===== config.mk =====
export PLATFORM = sky130hd
export DESIGN_NAME = pipe_stage_skid
export DESIGN_NICKNAME = d
export VERILOG_FILES = /design/src/rtl/pipe_pkg.sv /design/src/rtl/pipe_stage_skid.sv
export SDC_FILE = /design/constraint.sdc
export NUM_CORES = 1
export LEC_CHECK = 0
export CAP_MARGIN = 10
export CORE_AREA = 3 3 139 101
export DETAILED_ROUTE_END_ITERATION = 12
export DIE_AREA = 0 0 142 104
export DONT_BUFFER_PORTS = 1
export GPL_TIMING_DRIVEN = 0
export REMOVE_ABC_BUFFERS = 1
export SLEW_MARGIN = 20
export SYNTH_ARGS = -nofsm -noshare
export SYNTH_HDL_FRONTEND = slang
export SYNTH_SLANG_ARGS = --single-unit

===== constraint.sdc =====
create_clock -name clk -period 2.05 [get_ports clk]
set_input_delay 0.1025 -clock clk [delete_from_list [all_inputs] [get_ports clk]]
set_output_delay 0.1025 -clock clk [all_outputs]
set_load 0.03 [all_outputs]

===== src/rtl/pipe_pkg.sv =====
// rtl/pipe_pkg.sv - shared types and constants for elastic pipeline stages
package pipe_pkg;

   typedef enum logic [1:0] {
      EMPTY = 2'd0,
      ONE   = 2'd1,
      FULL  = 2'd2
   } state_t;

   localparam logic [31:0] ZERO_WORD           = 32'h0000_0000;
   localparam logic [31:0] DEFAULT_BUBBLE_PC   = ZERO_WORD;
   localparam logic [31:0] DEFAULT_BUBBLE_DATA = ZERO_WORD;
   // addi x0, x0, 0: for stages that want a NOP rather than zero as the bubble
   localparam logic [31:0] RV32_NOP            = 32'h0000_0013;

endpackage


===== src/rtl/pipe_stage_skid.sv =====
// rtl/pipe_stage_skid.sv - valid/ready pipeline register with 2-entry skid buffer
module pipe_stage_skid
   import pipe_pkg::*;
#(
   parameter int              PC_W        = 32,
   parameter int              DATA_W      = 32,
   parameter int              CNT_W       = 16,
   parameter logic [PC_W-1:0]   BUBBLE_PC   = PC_W'(DEFAULT_BUBBLE_PC),
   parameter logic [DATA_W-1:0] BUBBLE_DATA = DATA_W'(DEFAULT_BUBBLE_DATA)
) (
   input  logic              clk,
   input  logic              rst,
   input  logic              flush,
   input  logic              in_valid,
   output logic              in_ready,
   input  logic [PC_W-1:0]   in_pc,
   input  logic [DATA_W-1:0] in_data,
   output logic              out_valid,
   input  logic              out_ready,
   output logic [PC_W-1:0]   out_pc,
   output logic [DATA_W-1:0] out_data,
   output logic [CNT_W-1:0]  stall_cnt
);

   state_t              state, state_n;
   logic [PC_W-1:0]     main_pc, skid_pc;
   logic [DATA_W-1:0]   main_data, skid_data;
   logic                in_fire, out_fire;
   logic                ld_main_in, ld_main_skid, ld_skid;

   // Handshake flags come only from the state register, so upstream sees a registered ready.
   assign out_valid = (state != EMPTY);
   assign in_ready  = (state != FULL);
   assign in_fire   = in_valid & in_ready;
   assign out_fire  = out_valid & out_ready;

   assign out_pc   = out_valid ? main_pc   : BUBBLE_PC;
   assign out_data = out_valid ? main_data : BUBBLE_DATA;

   always_comb begin
      state_n      = state;
      ld_main_in   = 1'b0;
      ld_main_skid = 1'b0;
      ld_skid      = 1'b0;
      case (state)
         EMPTY: begin
            if (in_fire) begin
               state_n    = ONE;
               ld_main_in = 1'b1;
            end
         end
         ONE: begin
            if (in_fire && out_fire) begin
               ld_main_in = 1'b1;
            end else if (in_fire) begin
               state_n = FULL;
               ld_skid = 1'b1;
            end else if (out_fire) begin
               state_n = EMPTY;
            end
         end
         FULL: begin
            if (out_fire) begin
               state_n      = ONE;
               ld_main_skid = 1'b1;
            end
         end
         default: state_n = EMPTY;
      endcase
      // A flushed cycle discards the incoming entry even if it handshook.
      if (flush) begin
         state_n      = EMPTY;
         ld_main_in   = 1'b0;
         ld_main_skid = 1'b0;
         ld_skid      = 1'b0;
      end
   end

   always_ff @(posedge clk) begin
      if (rst) begin
         state     <= EMPTY;
         main_pc   <= '0;
         main_data <= '0;
         skid_pc   <= '0;
         skid_data <= '0;
      end else begin
         state <= state_n;
         if (ld_main_in) begin
            main_pc   <= in_pc;
            main_data <= in_data;
         end else if (ld_main_skid) begin
            main_pc   <= skid_pc;
            main_data <= skid_data;
         end
         if (ld_skid) begin
            skid_pc   <= in_pc;
            skid_data <= in_data;
         end
      end
   end

   // Counts back-pressure cycles, including flush cycles; only reset clears it.
   always_ff @(posedge clk) begin
      if (rst) begin
         stall_cnt <= '0;
      end else if (out_valid && !out_ready && (stall_cnt != {CNT_W{1'b1}})) begin
         stall_cnt <= stall_cnt + CNT_W'(1);
      end
   end

endmodule


==> flow_summary.toml <==
[yosys]
async_flop_share = 0
yosys.area_share.simple = 0.260
synth_area_leaders = "dfxtp_1, nand2_1, a21oi_1"
synth_seq_area_share = 0.479
synthFlopType = "dfxtp_1"
netlist.area_leader.share = 0.479
synth_top_family_by_area = "simple AND/OR/NAND/NOR gates"
ys_types = 45
yosys.area.top_type = "dfxtp_1"
synth.cell_area_um2 = 6100
synth_edf_count = 0
synth-seq-cells = 146
muxShareOfSynthArea = 0.0144
synth_xor_area_frac = 0
yosysWarningCount = 0
synth_fa_ha_area_frac = 0.00205
syn_area_per_cell_um2 = 8.12
syn_inst = 751
synth_compound_area_frac = 0.206

[routing]
vias = 5324
wire_per_inst_um = 18.1
remaining_drc_errors = 0
drt_wl_total_um = 16800
drtAntennaViolNets = 0
avgViaCountPerCell = 5.76
first_pass_iters = 6
drtIter0Drc = 422

[run_status]
status = "finished, violations left"
violations = "hold timing"

[global_route]
grt.overflow.total = 0
grt_pass1_vias = 5257
grt_max_degree = 154
grt_usage = 0.223
antenna_found_initial = 0
grt_pass1_wl_um = 26900

[layout]
drive_gt1_frac = 0.108
fin_nets = 816
area_growth_pct = 18.2
final_cell_mix = "nand2_1, dfxtp_1, a21oi_1"
final_core_util = 0.558
final_common_cell = "nand2_1"
fill_cells = 1143
diodes = 0

[floorplan]
die_width_um = 142
start_util = 0.472
rows = 35
num_io_pins = 151
die_h_um = 104
coreArea_um2 = 12900
die-area_um2 = 14800

[run]
maxCapViolCount = 0

[critical_path]
worstPathRequired_ns = 2.35
critical_path_class = "reg2reg"
cp-end-kind = "register"
crit_path_start_kind = "register"
regToRegEndpoint = "stall_cnt[12]"
r2r_setup_slack_ns = 0.11
reg2reg_from = "stall_cnt[0]"
path_max_fanout = 8
arrival_ns = 2.24
r2r_cells = 5

[clocking]
cts_tree = "built"
hold_buffers = 17
cts.sinks = 146
root_buffer = "clkbuf_16"
path_clk_slew_ns = 0.06
clock_path_buffers = 2
clock_latency_ns = 0.40
h-tree-depth = 4
numCtsBuffers = 17

[worst_hold_path]
hold_class = "in2reg"
whs_endpoint = "skid_data[0]"
hold_start = "rst"
hold_depth = 1

[timing]
hold_violations = 138
timing.final.max_slew_violations = 0
tightestPinTransition_ns = 0.686
period_share = 0.948
period_minus_slack_ns = 1.94
fmax_mhz = 515
fin_skew_ns = 0.0103
fin_ws_ns = 0.108
setup_violations = 0
holdWs_ns = -0.239
maxSlewHeadroom = 0.542

[placement]
dp_hpwl_um = 10200
dp_slack_ns = -0.267
gp_congestion = 0.792
io_buffers = 0

[power_and_ir_drop]
ir_drop_uv = 510
p_per_area_nw_per_um2 = 918
power_leakage_nw = 2.46
power_mw = 6.62
==> cell type report <==
class	count	area [um2]	area share
repair buffers	31	413	0.0573
clock inverters	12	205	0.0285
well taps	166	208	0.0288
inverters	1	3.75	0.000521
flip-flops and latches	146	2940	0.408
clock buffers	19	433	0.0601
multi-input cells	549	3000	0.416
==> metrics by stage <==
stage,hold slack [ns],setup TNS (ns),area (um2),instances
6_report,-0.239,0,7210,924
5_1_grt,-0.257,-0.00848,7210,924
4_1_cts,-0.245,-0.00621,7180,923
3_5_place_dp,0.184,-1.22,6330,873
3_3_place_gp,0.181,-268.40,6080,861
2_1_floorplan,0.172,-79.37,5870,695
==> worst max-delay path, stage by stage, from the launching register on <==
cell and delay [ns]:
dfxtp_4 0.44, ha_2 0.25, nand4_4 0.20, or2_4 0.33, nor4b_2 0.26, mux2_1 0.35
==> synthesized netlist by cell type, types with 6 or more instances <==
cell type  count
and2_1        65
a22oi_1       64
nor3_1        10
a21oi_1      132
nor2_1        11
buf_1          6
dfxtp_1      146
nand2_1      196
nor2b_1        8
buf_2         14
nand3_1        6
nand2b_1       6
clkbuf_1      36
==> cells by family after synthesis <==
logic type	Yosys count
compound gates	211
mux	8
simple gates	328
fa+ha+maj	1
buf+inv	57
flops	146
==> sequential cells by signal, indices dropped and copies added, names as in the netlist <==
name and cells:
main_data 32, main_pc 32, skid_data 32, skid_pc 32, stall_cnt 16, state 2
==> timing repair <==
action,in CTS,in global routing
gates resized for setup,16,10
buffers inserted,1,1
pin swaps,2,1
gates cloned,1,0
endpoints found under the setup margin,74,71
endpoints found under the hold margin,146,138
==> power by group <==
group	internal, mW	leakage (nW)	total [mW]	switching, mW
clock	2.16	0.304	3.35	1.18
combinational	0.122	0.969	0.320	0.197
sequential	2.91	1.19	2.95	0.0409
total	5.20	2.46	6.62	1.42
==> metal layers <==
layer  global-route usage  share of wire  wire length [um]  vias up
met5                    0              0                 0        -
met3               0.0859           0.10              1700        9
met4               0.0479         0.0070               118        0
li1                     -              -                 -     2570
met2                0.350           0.47              7810      169
met1                0.293           0.43              7120     2576
==> how the worst max path moves through the flow <==
stage	start	endpoint	slack, ns	cells after the start
after global placement	state[1]	skid_data[18]	-2.24	4
after CTS	state[0]	out_pc[5]	-0.006	2
after global routing	stall_cnt[1]	stall_cnt[12]	-0.008	5
after detailed placement	stall_cnt[1]	stall_cnt[12]	-0.27	5
final	stall_cnt[0]	stall_cnt[12]	0.11	5
after floorplan	state[1]	skid_data[0]	-0.65	4
No activity file was read; power rests on OpenSTA's default activity.
